File: config.mk
export PLATFORM = sky130hd
export DESIGN_NAME = axi_rd_arbiter_flat
export DESIGN_NICKNAME = d
export VERILOG_FILES = /design/src/rtl/axi_rd_arb_pkg.sv /design/src/rtl/axi_rd_arbiter_if.sv /design/src/rtl/rr_arbiter.sv /design/src/rtl/axi_rd_arbiter.sv /design/src/flat_wrapper.sv
export SDC_FILE = /design/constraint.sdc
export NUM_CORES = 1
export LEC_CHECK = 0
export ABC_AREA = 0
export ABC_CLOCK_PERIOD_IN_PS = 2300
export CORE_AREA = 3 3 113 115
export CTS_CLUSTER_DIAMETER = 150
export CTS_CLUSTER_SIZE = 8
export DETAILED_ROUTE_END_ITERATION = 10
export DIE_AREA = 0 0 116 118
export PLACE_DENSITY_LB_ADDON = 0.3
export SETUP_SLACK_MARGIN = 0.02
export SYNTH_ARGS = -nofsm -noshare
export SYNTH_HDL_FRONTEND = slang
export SYNTH_SLANG_ARGS = --single-unit
File: constraint.sdc
create_clock -name clk -period 2.3 [get_ports clk]
set_input_delay 0.345 -clock clk [delete_from_list [all_inputs] [get_ports clk]]
set_output_delay 0.345 -clock clk [all_outputs]
set_load 0.05 [all_outputs]
File: src/rtl/axi_rd_arb_pkg.sv
// Shared types and helpers for the AXI read-channel arbiter (axi_rd_arbiter).
package axi_rd_arb_pkg;

  typedef enum logic [0:0] {
    AR_IDLE  = 1'b0,
    AR_ISSUE = 1'b1
  } ar_state_e;

  localparam logic [1:0] AXI_BURST_INCR = 2'b01;

  // ARSIZE encoding for a full-width beat: log2 of the bus width in bytes.
  function automatic logic [2:0] arsize_f(input int data_width);
    logic [2:0] size;
    size = 3'd0;
    for (int i = 0; i < 8; i++) begin
      if ((8 << i) == data_width) size = 3'(i);
    end
    return size;
  endfunction

endpackage

File: src/rtl/axi_rd_arbiter_if.sv
// Bus bundle for axi_rd_arbiter: N requester AR/R channels plus one downstream AR/R channel.
interface axi_rd_arbiter_if #(
  parameter int N_MASTERS  = 2,
  parameter int ADDR_WIDTH = 32,
  parameter int DATA_WIDTH = 64,
  parameter int ID_WIDTH   = 4
);
  localparam int IW = $clog2(N_MASTERS);
  localparam int MW = ID_WIDTH + IW;

  logic [N_MASTERS-1:0]            s_arvalid;
  logic [N_MASTERS-1:0]            s_arready;
  logic [N_MASTERS*ADDR_WIDTH-1:0] s_araddr;
  logic [N_MASTERS*8-1:0]          s_arlen;
  logic [N_MASTERS*ID_WIDTH-1:0]   s_arid;
  logic [N_MASTERS-1:0]            s_rvalid;
  logic [N_MASTERS-1:0]            s_rready;
  logic [N_MASTERS-1:0]            s_rlast;
  logic [DATA_WIDTH-1:0]           s_rdata;
  logic [1:0]                      s_rresp;
  logic [ID_WIDTH-1:0]             s_rid;

  logic                  m_arvalid;
  logic                  m_arready;
  logic [ADDR_WIDTH-1:0] m_araddr;
  logic [7:0]            m_arlen;
  logic [2:0]            m_arsize;
  logic [1:0]            m_arburst;
  logic [MW-1:0]         m_arid;
  logic                  m_rvalid;
  logic                  m_rready;
  logic [DATA_WIDTH-1:0] m_rdata;
  logic [1:0]            m_rresp;
  logic [MW-1:0]         m_rid;
  logic                  m_rlast;

  // Arbiter side: accepts requester traffic and drives the shared downstream port.
  modport slave (
    input  s_arvalid, s_araddr, s_arlen, s_arid, s_rready,
           m_arready, m_rvalid, m_rdata, m_rresp, m_rid, m_rlast,
    output s_arready, s_rvalid, s_rlast, s_rdata, s_rresp, s_rid,
           m_arvalid, m_araddr, m_arlen, m_arsize, m_arburst, m_arid, m_rready
  );

  // Environment side: requesters plus the downstream memory.
  modport master (
    output s_arvalid, s_araddr, s_arlen, s_arid, s_rready,
           m_arready, m_rvalid, m_rdata, m_rresp, m_rid, m_rlast,
    input  s_arready, s_rvalid, s_rlast, s_rdata, s_rresp, s_rid,
           m_arvalid, m_araddr, m_arlen, m_arsize, m_arburst, m_arid, m_rready
  );
endinterface

File: src/rtl/rr_arbiter.sv
// Round-robin request selector; with AXI_RD_ARB_PRIO_EN defined, request 0 always wins
// and the rest rotate among themselves.
module rr_arbiter #(
  parameter  int N  = 2,
  localparam int IW = $clog2(N)
) (
  input  logic [N-1:0]  req,
  input  logic [IW-1:0] ptr,
  output logic [N-1:0]  gnt,
  output logic [IW-1:0] gnt_idx,
  output logic          gnt_valid
);
  localparam logic [IW:0] N_L = (IW+1)'(N);

  logic [IW:0]   cand_s;
  logic [IW-1:0] rr_idx_s;
  logic          rr_valid_s;

  // Rotating search: first requester at or after ptr, wrapping modulo N.
  always_comb begin
    rr_idx_s   = '0;
    rr_valid_s = 1'b0;
    cand_s     = '0;
    for (int off = 0; off < N; off++) begin
      cand_s = {1'b0, ptr} + (IW+1)'(off);
      if (cand_s >= N_L) begin
        cand_s = cand_s - N_L;
      end else begin
        cand_s = cand_s;
      end
      if (!rr_valid_s && req[cand_s[IW-1:0]]) begin
        rr_valid_s = 1'b1;
        rr_idx_s   = cand_s[IW-1:0];
      end else begin
        rr_valid_s = rr_valid_s;
      end
    end
  end

  // Final pick and one-hot expansion.
  always_comb begin
    gnt       = '0;
    gnt_idx   = '0;
    gnt_valid = 1'b0;
`ifdef AXI_RD_ARB_PRIO_EN
    if (req[0]) begin
      gnt_idx   = '0;
      gnt_valid = 1'b1;
    end else begin
      gnt_idx   = rr_idx_s;
      gnt_valid = rr_valid_s;
    end
`else
    gnt_idx   = rr_idx_s;
    gnt_valid = rr_valid_s;
`endif
    if (gnt_valid) begin
      gnt[gnt_idx] = 1'b1;
    end else begin
      gnt = '0;
    end
  end
endmodule

File: src/rtl/axi_rd_arbiter.sv
// N-to-1 AXI read arbiter: AR arbitration with per-master outstanding limits, R routing by ID.
// Optional build macro AXI_RD_ARB_PRIO_EN gives master 0 strict priority.
module axi_rd_arbiter
  import axi_rd_arb_pkg::*;
#(
  parameter int N_MASTERS  = 2,
  parameter int ADDR_WIDTH = 32,
  parameter int DATA_WIDTH = 64,
  parameter int ID_WIDTH   = 4,
  parameter int MAX_OUTST  = 4
) (
  input  logic             clk,
  input  logic             rstn,
  axi_rd_arbiter_if.slave  bus,
  output logic             rid_err
);
  localparam int IW = $clog2(N_MASTERS);
  localparam int MW = ID_WIDTH + IW;
  localparam int CW = $clog2(MAX_OUTST + 1);
  localparam logic [IW:0]   N_L   = (IW+1)'(N_MASTERS);
  localparam logic [CW-1:0] MAX_L = CW'(MAX_OUTST);
  localparam logic [IW-1:0] LAST_IDX = IW'(N_MASTERS - 1);

  ar_state_e             state_r, state_nxt_s;
  logic                  run_r;
  logic [IW-1:0]         rr_r, gnt_idx_s, rk_s;
  logic [N_MASTERS-1:0]  elig_s, gnt_s, rd_done_s, inc_s, dec_s;
  logic                  gnt_valid_s, grant_fire_s, rk_ok_s;
  logic [CW-1:0]         outst_r [N_MASTERS];
  logic [ADDR_WIDTH-1:0] addr_r;
  logic [7:0]            len_r;
  logic [MW-1:0]         id_r;

  rr_arbiter #(.N(N_MASTERS)) u_sel (
    .req       (elig_s),
    .ptr       (rr_r),
    .gnt       (gnt_s),
    .gnt_idx   (gnt_idx_s),
    .gnt_valid (gnt_valid_s)
  );

  // Eligibility, grant qualification and outstanding-counter events.
  always_comb begin
    elig_s = '0;
    inc_s  = '0;
    dec_s  = '0;
    // run_r keeps the first cycle after reset grant-free.
    grant_fire_s = rstn && run_r && (state_r == AR_IDLE) && gnt_valid_s;
    for (int i = 0; i < N_MASTERS; i++) begin
      elig_s[i] = bus.s_arvalid[i] && (outst_r[i] < MAX_L);
      inc_s[i]  = grant_fire_s && gnt_s[i];
      dec_s[i]  = rd_done_s[i] && (outst_r[i] != '0);
    end
    if (grant_fire_s) begin
      bus.s_arready = gnt_s;
    end else begin
      bus.s_arready = '0;
    end
  end

  // AR FSM state register.
  always_ff @(posedge clk) begin
    if (!rstn) begin
      state_r <= AR_IDLE;
      run_r   <= 1'b0;
    end else begin
      state_r <= state_nxt_s;
      run_r   <= 1'b1;
    end
  end

  // AR FSM next state.
  always_comb begin
    state_nxt_s = state_r;
    case (state_r)
      AR_IDLE: begin
        if (grant_fire_s) state_nxt_s = AR_ISSUE;
        else              state_nxt_s = AR_IDLE;
      end
      AR_ISSUE: begin
        if (bus.m_arready) state_nxt_s = AR_IDLE;
        else               state_nxt_s = AR_ISSUE;
      end
      default: state_nxt_s = AR_IDLE;
    endcase
  end

  // Capture the winning request and advance the rotation pointer.
  always_ff @(posedge clk) begin
    if (!rstn) begin
      addr_r <= '0;
      len_r  <= '0;
      id_r   <= '0;
      rr_r   <= '0;
    end else if (grant_fire_s) begin
      addr_r <= bus.s_araddr[gnt_idx_s*ADDR_WIDTH +: ADDR_WIDTH];
      len_r  <= bus.s_arlen[gnt_idx_s*8 +: 8];
      id_r   <= {gnt_idx_s, bus.s_arid[gnt_idx_s*ID_WIDTH +: ID_WIDTH]};
      rr_r   <= (gnt_idx_s == LAST_IDX) ? '0 : gnt_idx_s + IW'(1);
    end else begin
      addr_r <= addr_r;
      len_r  <= len_r;
      id_r   <= id_r;
      rr_r   <= rr_r;
    end
  end

  // Outstanding-burst counters; a coincident grant and completion cancel out.
  always_ff @(posedge clk) begin
    for (int i = 0; i < N_MASTERS; i++) begin
      if (!rstn)                      outst_r[i] <= '0;
      else if (inc_s[i] && !dec_s[i]) outst_r[i] <= outst_r[i] + CW'(1);
      else if (dec_s[i] && !inc_s[i]) outst_r[i] <= outst_r[i] - CW'(1);
      else                            outst_r[i] <= outst_r[i];
    end
  end

  // Sticky flag for R beats whose index names no requester.
  always_ff @(posedge clk) begin
    if (!rstn)                          rid_err <= 1'b0;
    else if (bus.m_rvalid && !rk_ok_s)  rid_err <= 1'b1;
    else                                rid_err <= rid_err;
  end

  // Zero-latency R routing; unroutable beats are accepted and dropped.
  always_comb begin
    rk_s          = bus.m_rid[MW-1:ID_WIDTH];
    rk_ok_s       = ({1'b0, rk_s} < N_L);
    bus.s_rvalid  = '0;
    bus.s_rlast   = '0;
    bus.m_rready  = 1'b1;
    rd_done_s     = '0;
    if (rk_ok_s) begin
      bus.s_rvalid[rk_s] = bus.m_rvalid;
      bus.s_rlast[rk_s]  = bus.m_rlast;
      bus.m_rready       = bus.s_rready[rk_s];
      rd_done_s[rk_s]    = bus.m_rvalid && bus.s_rready[rk_s] && bus.m_rlast;
    end else begin
      bus.m_rready = 1'b1;
    end
    bus.s_rdata = bus.m_rdata;
    bus.s_rresp = bus.m_rresp;
    bus.s_rid   = bus.m_rid[ID_WIDTH-1:0];
  end

  assign bus.m_arvalid = (state_r == AR_ISSUE);
  assign bus.m_araddr  = addr_r;
  assign bus.m_arlen   = len_r;
  assign bus.m_arid    = id_r;
  assign bus.m_arsize  = arsize_f(DATA_WIDTH);
  assign bus.m_arburst = AXI_BURST_INCR;
endmodule
File: src/flat_wrapper.sv
// flat-port wrapper written by rule: the top's interface ports become plain ports
module axi_rd_arbiter_flat import axi_rd_arb_pkg::*;
#(
  parameter int N_MASTERS  = 2,
  parameter int ADDR_WIDTH = 32,
  parameter int DATA_WIDTH = 64,
  parameter int ID_WIDTH   = 4,
  parameter int MAX_OUTST  = 4
)
  (clk, rstn, rid_err, bus_s_arvalid, bus_s_araddr, bus_s_arlen, bus_s_arid, bus_s_rready, bus_m_arready, bus_m_rvalid, bus_m_rdata, bus_m_rresp, bus_m_rid, bus_m_rlast, bus_s_arready, bus_s_rvalid, bus_s_rlast, bus_s_rdata, bus_s_rresp, bus_s_rid, bus_m_arvalid, bus_m_araddr, bus_m_arlen, bus_m_arsize, bus_m_arburst, bus_m_arid, bus_m_rready);
  axi_rd_arbiter_if #(.N_MASTERS(N_MASTERS), .ADDR_WIDTH(ADDR_WIDTH), .DATA_WIDTH(DATA_WIDTH), .ID_WIDTH(ID_WIDTH)) bus_i ();
  input  logic clk;
  input  logic rstn;
  output logic rid_err;
  input wire logic [$bits(bus_i.s_arvalid)-1:0] bus_s_arvalid;
  input wire logic [$bits(bus_i.s_araddr)-1:0] bus_s_araddr;
  input wire logic [$bits(bus_i.s_arlen)-1:0] bus_s_arlen;
  input wire logic [$bits(bus_i.s_arid)-1:0] bus_s_arid;
  input wire logic [$bits(bus_i.s_rready)-1:0] bus_s_rready;
  input wire logic [$bits(bus_i.m_arready)-1:0] bus_m_arready;
  input wire logic [$bits(bus_i.m_rvalid)-1:0] bus_m_rvalid;
  input wire logic [$bits(bus_i.m_rdata)-1:0] bus_m_rdata;
  input wire logic [$bits(bus_i.m_rresp)-1:0] bus_m_rresp;
  input wire logic [$bits(bus_i.m_rid)-1:0] bus_m_rid;
  input wire logic [$bits(bus_i.m_rlast)-1:0] bus_m_rlast;
  output wire logic [$bits(bus_i.s_arready)-1:0] bus_s_arready;
  output wire logic [$bits(bus_i.s_rvalid)-1:0] bus_s_rvalid;
  output wire logic [$bits(bus_i.s_rlast)-1:0] bus_s_rlast;
  output wire logic [$bits(bus_i.s_rdata)-1:0] bus_s_rdata;
  output wire logic [$bits(bus_i.s_rresp)-1:0] bus_s_rresp;
  output wire logic [$bits(bus_i.s_rid)-1:0] bus_s_rid;
  output wire logic [$bits(bus_i.m_arvalid)-1:0] bus_m_arvalid;
  output wire logic [$bits(bus_i.m_araddr)-1:0] bus_m_araddr;
  output wire logic [$bits(bus_i.m_arlen)-1:0] bus_m_arlen;
  output wire logic [$bits(bus_i.m_arsize)-1:0] bus_m_arsize;
  output wire logic [$bits(bus_i.m_arburst)-1:0] bus_m_arburst;
  output wire logic [$bits(bus_i.m_arid)-1:0] bus_m_arid;
  output wire logic [$bits(bus_i.m_rready)-1:0] bus_m_rready;
  assign bus_i.s_arvalid = bus_s_arvalid;
  assign bus_i.s_araddr = bus_s_araddr;
  assign bus_i.s_arlen = bus_s_arlen;
  assign bus_i.s_arid = bus_s_arid;
  assign bus_i.s_rready = bus_s_rready;
  assign bus_i.m_arready = bus_m_arready;
  assign bus_i.m_rvalid = bus_m_rvalid;
  assign bus_i.m_rdata = bus_m_rdata;
  assign bus_i.m_rresp = bus_m_rresp;
  assign bus_i.m_rid = bus_m_rid;
  assign bus_i.m_rlast = bus_m_rlast;
  assign bus_s_arready = bus_i.s_arready;
  assign bus_s_rvalid = bus_i.s_rvalid;
  assign bus_s_rlast = bus_i.s_rlast;
  assign bus_s_rdata = bus_i.s_rdata;
  assign bus_s_rresp = bus_i.s_rresp;
  assign bus_s_rid = bus_i.s_rid;
  assign bus_m_arvalid = bus_i.m_arvalid;
  assign bus_m_araddr = bus_i.m_araddr;
  assign bus_m_arlen = bus_i.m_arlen;
  assign bus_m_arsize = bus_i.m_arsize;
  assign bus_m_arburst = bus_i.m_arburst;
  assign bus_m_arid = bus_i.m_arid;
  assign bus_m_rready = bus_i.m_rready;
  axi_rd_arbiter #(.N_MASTERS(N_MASTERS), .ADDR_WIDTH(ADDR_WIDTH), .DATA_WIDTH(DATA_WIDTH), .ID_WIDTH(ID_WIDTH), .MAX_OUTST(MAX_OUTST)) u_core (.clk(clk), .rstn(rstn), .bus(bus_i), .rid_err(rid_err));
endmodule
==> impl_metrics.py, run 1 <==
metrics = {
    "floorplan": {
        "floorplan.die.height_um": 118,
        "die_x_um": 116,
        "core.rowCount": 40,
        "io_pins": 297,
        "floorplan.initialDensity": 0.250,
        "die_area_mm2": 0.0137,
        "core_region_area_mm2": 0.0119,
    },
    "run": {
        "cap_violations": 0,
    },
    "setup_path": {
        "worst_setup_path_startpoint": "bus_s_rready[0]",
        "critPathBufInv": 2,
        "timing.critical_path.to_type": "flop",
        "crit_arrival_ns": 2.28,
        "worstPathMaxFanout": 2,
        "cp_num_cells": 12,
        "crit-reg2reg-capture": "u_core.outst_r[1][2]",
        "worst_reg2reg_startpoint": "u_core.outst_r[1][2]",
        "crit_family": "buffers and inverters",
        "endpoint": "u_core.outst_r[1][2]",
        "type_of_the_setup_path_with_the_least_slack": "in2reg",
        "reg2regPathDepth": 10,
        "crit_path_cell_trace": "clkdlybuf4s50_1, mux2_4, and3_4, o311ai_4, inv_2, ha_4, nand2_2, fa_2, xor2_2, nor3_2, a21oi_1, nor2b_1",
        "cp-start-kind": "primary input",
        "reg2reg_slack_ns": 0.27,
        "critical_path_required_ns": 2.34,
        "cp_slowest_stage_delay_ns": 0.46,
        "critPathSlowestCell": "clkdlybuf4s50_1",
    },
    "synth": {
        "synthesis.area_per_instance_um2": 9.99,
        "warning_count_from_the_yosys_run": 0,
        "synth-seq-cells": 54,
        "synth_sequential_area_ratio": 0.383,
        "synthesis.instances": 298,
        "netlist_area_mm2": 0.00298,
        "synthDistinctLibCells": 34,
        "synth_edf_count": 6,
        "postSynth.topFlopCell": "dfxtp_1",
        "ys_async_sr_fraction": 0,
    },
    "global_route": {
        "grt_max_degree": 47,
        "global_route.usage.total": 0.115,
        "overflow_left_after_global_routing": 0,
        "grt_first_pass_wirelength_um": 12600,
        "first_global_vias": 2505,
        "antenna_found_initial": 0,
    },
    "power": {
        "power_per_cell_area_mw_per_mm2": 593,
        "power.switching_mw": 0.786,
        "leakage_power_nw": 1.76,
        "cell_internal_pwr_mw": 1.85,
        "p_clk_frac": 0.312,
        "ir_worst_vdd_mv": 0.377,
        "combPwrFrac": 0.284,
        "power_switching_share": 0.298,
        "share_seq_of_total_power": 0.404,
    },
    "place": {
        "globalplace.congestion": 0.702,
        "setup_ws_pre_cts_ns": -0.446,
        "placed_instances": 522,
        "half_perimeter_wire_length_after_placement_um": 6310,
        "placed_cell_area_mm2": 0.00421,
        "portBuffers": 150,
    },
    "finish": {
        "finish.instance_area_mm2": 0.00444,
        "final_cell_mix": "142 x clkdlybuf4s50_1, 47 x dfxtp_1, 44 x and2_1, 44 x a221o_1, 17 x buf_4",
        "diodes": 0,
        "nNetsFinal": 561,
        "stdcell_count": 533,
        "area_growth_pct": 49.2,
        "final_common_cell": "clkdlybuf4s50_1",
        "regArea_mm2": 0.00114,
        "multi_input_area_mm2": 0.00124,
        "layout.filler_cells": 1202,
        "layout-drive-gt1-share": 0.127,
    },
    "cts": {
        "cts.sinks": 54,
        "cts_tree": "yes",
        "clock_tree.root_cell": "clkbuf_16",
        "cts_buffer_depth": 2,
        "htreeDepth": 2,
        "clkTransAtPathRegs_ns": 0.07,
        "clkLatencyLatePin_ns": 0.29,
        "cts-buffers-inserted": 5,
        "post_cts_hold_buffer_count": 0,
    },
    "timing": {
        "hold_ws_ns": 0.454,
        "worst_clock_skew_ns": 0.00977,
        "clock.fmax_mhz": 447,
        "max_slew.worst_pin.slew_ns": 0.527,
        "timing.slew.headroom": 0.647,
        "post_route_setup_slack_ns": 0.0611,
        "slew_viol_final": 0,
        "period_needed_ns": 2.24,
        "rsz0062_at_grt": "true",
        "hold_viol_final": 0,
        "setup_tns_ns": 0,
        "final_setup_violating_endpoints": 0,
        "layout_worst_path_cycle_share": 0.973,
    },
    "detailed_routing": {
        "routed-wl-met3_um": 867,
        "antenna_violating_nets_left": 0,
        "vias_after_detailed_routing": 2383,
        "vias_per_cell": 4.47,
        "avgRoutedWirePerCell_um": 15.7,
        "drt_pass1_iterations": 4,
        "top_layer_used": "met4",
        "drt_iter0_drc": 97,
        "wirelength_met1_um": 3180,
        "drt_wl_total_um": 8370,
        "wl_met2_um": 4210,
        "drc": 0,
    },
    "status": {
        "status": "finished clean",
    },
    "worst_hold_path": {
        "worstHoldPathType": "reg2reg",
    },
}
## worst register-to-register path: stages, from the launching register on
cell	delay, ns
edfxtp_1	0.44
buf_4	0.18
o311ai_4	0.24
inv_2	0.07
ha_4	0.16
nand2_2	0.07
fa_2	0.21
xor2_2	0.18
nor3_2	0.07
a21oi_1	0.11
nor2b_1	0.05
## power groups by stage
stage	combinational [mW]	sequential, mW	clock, mW
2_1_floorplan	0.526	1.28	0
3_3_place_gp	0.732	1.08	0
3_5_place_dp	0.737	1.08	0
4_1_cts	0.740	1.06	0.854
5_1_grt	0.787	1.07	0.905
6_report	0.748	1.06	0.822
## worst min-delay path by stage
stage / from / to / slack [ns] / cells after the start
2_1_floorplan: rstn / u_core.run_r / 0.37 / 0
3_3_place_gp: u_core.bus.m_arid[4] / u_core.bus.m_arid[4] / 0.44 / 1
3_5_place_dp: u_core.bus.m_arid[4] / u_core.bus.m_arid[4] / 0.44 / 1
4_1_cts: u_core.bus.m_arid[4] / u_core.bus.m_arid[4] / 0.46 / 1
5_1_grt: u_core.bus.m_arid[4] / u_core.bus.m_arid[4] / 0.47 / 1
6_report: u_core.bus.m_arid[4] / u_core.bus.m_arid[4] / 0.45 / 1
## through the flow
stage	util	power (mW)
6_report	0.373	2.63
5_1_grt	0.373	2.77
4_1_cts	0.368	2.66
3_5_place_dp	0.354	1.82
3_3_place_gp	0.354	1.82
2_1_floorplan	-	1.81
## what timing repair did
item	4_1_cts	5_1_grt
gates resized for setup	3	8
gates cloned	0	0
pin swaps	1	3
endpoints found under the setup margin	5	3
setup buffers	0	3
## cell type report
class | count | share of cell area
clock buffer | 7 | 0.0346
tap | 147 | 0.0414
sequential | 54 | 0.258
multi-input combinational | 148 | 0.278
timing repair buffer | 167 | 0.379
clock inverter | 1 | 0.00141
inverter | 9 | 0.00760
## metal layers
metal / GRT usage / up-vias
met5: 0 / -
met4: 0.0377 / 0
met3: 0.0401 / 18
met2: 0.200 / 127
met1: 0.129 / 1104
li1: - / 1134
## synth_stat cells (all sizes together), types with 3 or more instances
cell type / instances / area share
and2: 46 / 0.097
inv: 9 / 0.011
edfxtp: 6 / 0.061
ha: 7 / 0.029
buf: 87 / 0.21
nand2: 3 / 0.0038
clkbuf: 4 / 0.0050
a21oi: 3 / 0.0050
xor2: 3 / 0.0088
nor3b: 4 / 0.012
nor2: 6 / 0.0076
nor2b: 8 / 0.018
dfxtp: 48 / 0.32
a221o: 44 / 0.15
## state kept, by name (all words and copies together), names as in the netlist
signal / cells
u_core.rr_r: 1
u_core.bus.m_arlen: 8
u_core.outst_r: 6
u_core.run_r: 1
u_core.bus.m_arvalid: 1
u_core.bus.m_araddr: 32
u_core.bus.m_arid: 5
## kinds of logic after synthesis
group | synth area share
muxes | 0.00714
xor gates and xnor gates | 0.00883
buffers and inverters | 0.229
DFF | 0.383
AOI/OAI and AO/OA | 0.182
and+or+nand+nor | 0.152
adders and majority gates | 0.0361
other | 0.00252
Power figures use the tool's default switching activity.
==> run 2, diff against run 1 <==
--- a/config.mk
+++ b/config.mk
@@ -6,7 +6,7 @@
 export NUM_CORES = 1
 export LEC_CHECK = 0
 export ABC_AREA = 0
-export ABC_CLOCK_PERIOD_IN_PS = 2300
+export ABC_CLOCK_PERIOD_IN_PS = 2700
 export CORE_AREA = 3 3 113 115
 export CTS_CLUSTER_DIAMETER = 150
 export CTS_CLUSTER_SIZE = 8
==> constraint.sdc (replaced) <==
create_clock -name clk -period 2.7 [get_ports clk]
set_input_delay 0.405 -clock clk [delete_from_list [all_inputs] [get_ports clk]]
set_output_delay 0.405 -clock clk [all_outputs]
set_load 0.05 [all_outputs]
==> impl_metrics.py, run 2 (synthesis results as in run 1) <==
metrics = {
    "status": {
        "status": "finished clean",
    },
    "floorplan": {
        "die_x_um": 116,
        "core.rowCount": 40,
        "core_region_area_mm2": 0.0119,
        "floorplan.die.height_um": 118,
        "die_area_mm2": 0.0137,
        "floorplan.initialDensity": 0.250,
        "io_pins": 297,
    },
    "place": {
        "setup_ws_pre_cts_ns": -0.227,
        "globalplace.congestion": 0.705,
        "placed_cell_area_mm2": 0.00411,
        "portBuffers": 150,
        "half_perimeter_wire_length_after_placement_um": 5940,
    },
    "setup_path": {
        "type_of_the_setup_path_with_the_least_slack": "in2reg",
        "endpoint": "u_core.outst_r[1][2]",
        "critical_path_required_ns": 2.74,
        "reg2regPathDepth": 6,
        "worstPathMaxFanout": 2,
        "worst_reg2reg_startpoint": "u_core.outst_r[1][2]",
        "crit_arrival_ns": 2.58,
        "worst_setup_path_startpoint": "bus_m_rid[4]",
        "cp-start-kind": "primary input",
        "timing.critical_path.to_type": "flop",
        "crit-reg2reg-capture": "u_core.outst_r[1][1]",
        "reg2reg_slack_ns": 0.32,
    },
    "finish": {
        "largest_register_ffs": 32,
        "final_cell_mix": "145 x clkdlybuf4s50_1, 47 x dfxtp_1, 44 x and2_1, 44 x a221o_1, 11 x buf_4",
        "nNetsFinal": 552,
        "layout-drive-gt1-share": 0.0849,
        "final_common_cell": "clkdlybuf4s50_1",
        "area_growth_pct": 43.7,
        "finish.instance_area_mm2": 0.00428,
        "diodes": 0,
        "final_util": 0.359,
    },
    "cts": {
        "cts_tree": "yes",
        "clock_tree.root_cell": "clkbuf_16",
        "clkLatencyLatePin_ns": 0.29,
        "postCtsSetupRepairBufs": 0,
        "cts-buffers-inserted": 5,
        "htreeDepth": 2,
        "cts.sinks": 54,
        "cts_repair_resize_count": 0,
        "cts_buffer_depth": 2,
        "post_cts_hold_buffer_count": 0,
        "clkTransAtPathRegs_ns": 0.07,
    },
    "global_route": {
        "global_route.usage.total": 0.111,
        "antenna_found_initial": 0,
        "overflow_left_after_global_routing": 0,
        "first_global_vias": 2473,
        "grt_max_degree": 48,
        "grt_first_pass_wirelength_um": 12400,
    },
    "power": {
        "ir_worst_vdd_mv": 0.296,
        "leakage_power_nw": 1.69,
        "power_per_cell_area_mw_per_mm2": 513,
        "design_power_total_mw": 2.20,
    },
    "detailed_routing": {
        "antenna_violating_nets_left": 0,
        "drc": 0,
        "drt_wl_total_um": 8010,
        "drt_iter0_drc": 114,
        "vias_after_detailed_routing": 2368,
        "drt_pass1_iterations": 4,
        "vias_per_cell": 4.52,
        "avgRoutedWirePerCell_um": 15.3,
    },
    "timing": {
        "timing.slew.headroom": 0.650,
        "clock.fmax_mhz": 394,
        "hold_viol_final": 0,
        "setup_tns_ns": 0,
        "worst_clock_skew_ns": 0.00988,
        "post_route_setup_slack_ns": 0.162,
        "slew_viol_final": 0,
        "max_slew.worst_pin.slew_ns": 0.524,
        "final_setup_violating_endpoints": 0,
        "period_needed_ns": 2.54,
        "layout_worst_path_cycle_share": 0.940,
        "rsz0062_at_grt": "false",
    },
    "run": {
        "cap_violations": 0,
    },
    "worst_hold_path": {
        "worstHoldPathType": "reg2reg",
        "holdCritStartpoint": "u_core.bus.m_arid[4]",
    },
}
[run 2: cell count changes in the layout (fill, tap and decap cells not counted), sizes merged]
cell	delta
inv	-1
clkinv	+2
dlygate4sd2	-1
clkdlybuf4s50	+3
buf	-11
clkbuf	-1
[run 2: worst min path at each step]
stage	endpoint	slack, ns	depth (start not counted)
4_1_cts	u_core.bus.m_arid[4]	0.47	1
2_1_floorplan	u_core.run_r	0.43	0
3_3_place_gp	u_core.bus.m_arid[4]	0.44	1
5_1_grt	u_core.bus.m_arid[4]	0.48	1
3_5_place_dp	u_core.bus.m_arid[4]	0.44	1
6_report	u_core.bus.m_arid[4]	0.46	1
[run 2: layer usage]
metal  global-route usage  vias to the layer above  wire [um]
met5                    0                        -          0
met4               0.0508                        0        262
met3               0.0339                       41        674
met2                0.186                      115       3860
met1                0.127                     1102       3210
li1                     -                     1110          -
[run 2: area by class of cell]
| cell class | instances | area [um2] |
|---|---|---|
| Clock buffer | 6 | 139 |
| Tap cell | 147 | 184 |
| Fill cell | 1227 | 7630 |
| Inverter | 9 | 33.8 |
| Multi-Input combinational cell | 148 | 1190 |
| Timing Repair Buffer | 158 | 1570 |
| Clock inverter | 2 | 17.5 |
| Sequential cell | 54 | 1140 |
[run 2: power breakdown]
group | internal [mW] | leakage (nW) | switching (mW) | total [mW]
Clock | 0.373 | 0.0770 | 0.305 | 0.679
Combinational | 0.284 | 1.16 | 0.326 | 0.610
Sequential | 0.870 | 0.455 | 0.0365 | 0.906
Total | 1.53 | 1.69 | 0.668 | 2.20
[run 2: metrics by stage]
step,hold WS [ns],cells
4_1_cts,0.467,524
2_1_floorplan,0.433,302
5_1_grt,0.483,524
3_5_place_dp,0.440,516
6_report,0.462,524
3_3_place_gp,0.441,516
[run 2: worst max-delay path, stage by stage]
cell	delay (ns)
clkdlybuf4s50_1	0.50
mux2_2	0.36
and3_1	0.20
o311ai_1	0.09
inv_1	0.09
ha_1	0.22
nand2_2	0.09
fa_2	0.22
xor2_2	0.17
nor3_1	0.07
a21oi_1	0.12
nor2b_1	0.05
==> edit, RTL diff (flow settings as in run 2) <==
Make the reset (`rstn`) asynchronous in 3 clocked blocks.
--- a/src/rtl/axi_rd_arbiter.sv
+++ b/src/rtl/axi_rd_arbiter.sv
@@ -60,5 +60,5 @@
 
   // AR FSM state register.
-  always_ff @(posedge clk) begin
+  always_ff @(posedge clk or negedge rstn) begin
     if (!rstn) begin
       state_r <= AR_IDLE;
@@ -87,5 +87,5 @@
 
   // Capture the winning request and advance the rotation pointer.
-  always_ff @(posedge clk) begin
+  always_ff @(posedge clk or negedge rstn) begin
     if (!rstn) begin
       addr_r <= '0;
@@ -117,5 +117,5 @@
 
   // Sticky flag for R beats whose index names no requester.
-  always_ff @(posedge clk) begin
+  always_ff @(posedge clk or negedge rstn) begin
     if (!rstn)                          rid_err <= 1'b0;
     else if (bus.m_rvalid && !rk_ok_s)  rid_err <= 1'b1;
Check against the original RTL: differs if rstn is asserted again (counterexample within 4 cycles, from zero or initial values and one cycle with rstn low); with rstn held inactive, the same outputs for 10 cycles.
==> edit against run 2 <==
  * Setup slack lost 0.0050 ns
  * Synthesized area grew 13%
  * Routed wire length grew 26%
  * Non-clock buffer count grew 6
  * Critical path depth shrank 3
  * Synthesized cell count grew 2.3%
  * Final area grew 9.0%
  * Sequential cell count is the same
  * Core utilization grew 3.2 points
  * Critical endpoint unchanged
Power is not compared: it rests on default switching activity, and its combinational part moved more than twofold at a synthesized area within 25%.
==> edit: results (changes against run 2) <==
WORSTPATHBUFFERINVERTERCOUNT=1  # -1
SYNTH_SEQ_AREA_SHARE=0.412  # +0.0287
LOGIC_DEPTH_OF_THE_WORST_REGISTER_TO_REGISTER_PATH=8  # +2
RUN_STATUS='finished, final reports clean'
FIRST_GLOBAL_VIAS=2763  # +12%
CRITPATHTOPFAMILY='simple AND/OR/NAND/NOR gates'
SYNTH-COMPOUND-AREA-SHARE=0.153  # -0.0282
YS.FLOP_TYPE='sky130_fd_sc_hd__dfrtp_1'
SWITCHING_SHARE=0.404
GRT_PASS1_WL_MM=15.2  # +23%
DRT_ITER0_DRC=157  # +38%
POSTROUTEWIRELENGTH_MM=10.1  # +26%
POST_SYNTH_MAIN_AREA_CONTRIBUTORS='sky130_fd_sc_hd__dfrtp_1 (36%), sky130_fd_sc_hd__buf_4 (17%), sky130_fd_sc_hd__a221o_1 (13%), sky130_fd_sc_hd__and4_1 (11%), sky130_fd_sc_hd__edfxtp_1 (5.4%)'
WORSTREG2REGSTART='u_core.rr_r'
CRITPATHLAUNCH='bus_s_arvalid[0]'
POST_SYNTH_XOR_AREA_FRACTION=0.00784  # -0.000988
TIGHTESTPINTRANSITION_NS=0.685  # +0.161 ns
CTSRESIZECOUNT=0  # unchanged
FINAL_LAYOUT_SIZE_SUFFIX_GT1_FRAC=0.0995  # +0.0146
PLACE.GP.CONGESTION=0.731  # +3.6%
SYN-INSTANCE-COUNT=305  # +2.3%
DP_HPWL_MM=6.85  # +15%
GRT_START_MAX_NET_PINS=56  # +17%
CLKSLEWWORSTSETUPHOLDPATHS_NS=0.07  # about the same
SYNTHESIS.YOSYS.WARNINGS=0  # unchanged
SYNTHDISTINCTLIBCELLS=39  # +15%
ARRIVAL_NS=2.69  # +0.11 ns
POSTSYNTH.ASYNCRESETSHARE=0.889  # +0.889
CLOCK-SKEW-FINAL_NS=0.0102  # +0.000339 ns
DRT_PASS1_ITERATIONS=4  # unchanged
GRT_USAGE=0.140  # +0.0291
SYNTH.MUX.AREA_FRACTION=0.00634  # -0.000800
VIA_PER_INSTANCE_RATIO=5.09  # +13%
CTS_BUF_COUNT=5  # unchanged
HOLD_PATH_CLASS='in2async'
SYNTH-ADDER-AREA-SHARE=0.0321  # -0.00404
LAYOUTNONFILLERINSTCOUNT=529  # +0.95%
MAX_FFS_PER_REGISTER=32  # unchanged
NUM-NETS-FINAL=557  # +0.91%
NFILLCELLS=1189  # -3.1%
CRIT_PATH_TOP_DELAY_CELL='sky130_fd_sc_hd__clkdlybuf4s50_1'
PLACEDCELLCOUNT=521  # +0.97%
SYNTH_COMMONEST_CELLS='sky130_fd_sc_hd__buf_4 (77), sky130_fd_sc_hd__dfrtp_1 (48), sky130_fd_sc_hd__a221o_1 (44), sky130_fd_sc_hd__and4_1 (44), sky130_fd_sc_hd__buf_2 (9)'
CRIT_PATH_MAX_INCR_DELAY_NS=0.48  # -0.02 ns
PWR-SHARE-SEQ=0.329
-- edit: layout make-up --
type	count	area, sq um	share of cell area
timing repair buffer	164	1630	0.350
sequential	54	1380	0.296
multi-input combinational	146	1260	0.271
tap	147	184	0.0394
clock buffer	6	150	0.0322
inverter	10	37.5	0.00805
clock inverter	2	13.8	0.00295
-- edit: per-stage QoR --
step	instance area (sq um)	util	TNS (ns)	hold slack (ns)	setup WS [ns]
final	4660	0.391	0	0.308	0.157
after global routing	4660	0.391	0	0.370	0.0265
after floorplan	3370	-	0	0.109	0.0388
after detailed placement	4490	0.377	-0.252	0.471	-0.252
after CTS	4650	0.390	0	0.337	0.0590
after global placement	4490	0.377	-0.134	0.462	-0.134
-- edit: metal layers --
metal	up-vias	GRT usage	part of all wire
li1	1214	-	-
met1	1318	0.171	0.41
met2	128	0.241	0.49
met3	34	0.0283	0.076
met4	0	0.0508	0.024
met5	-	0	0
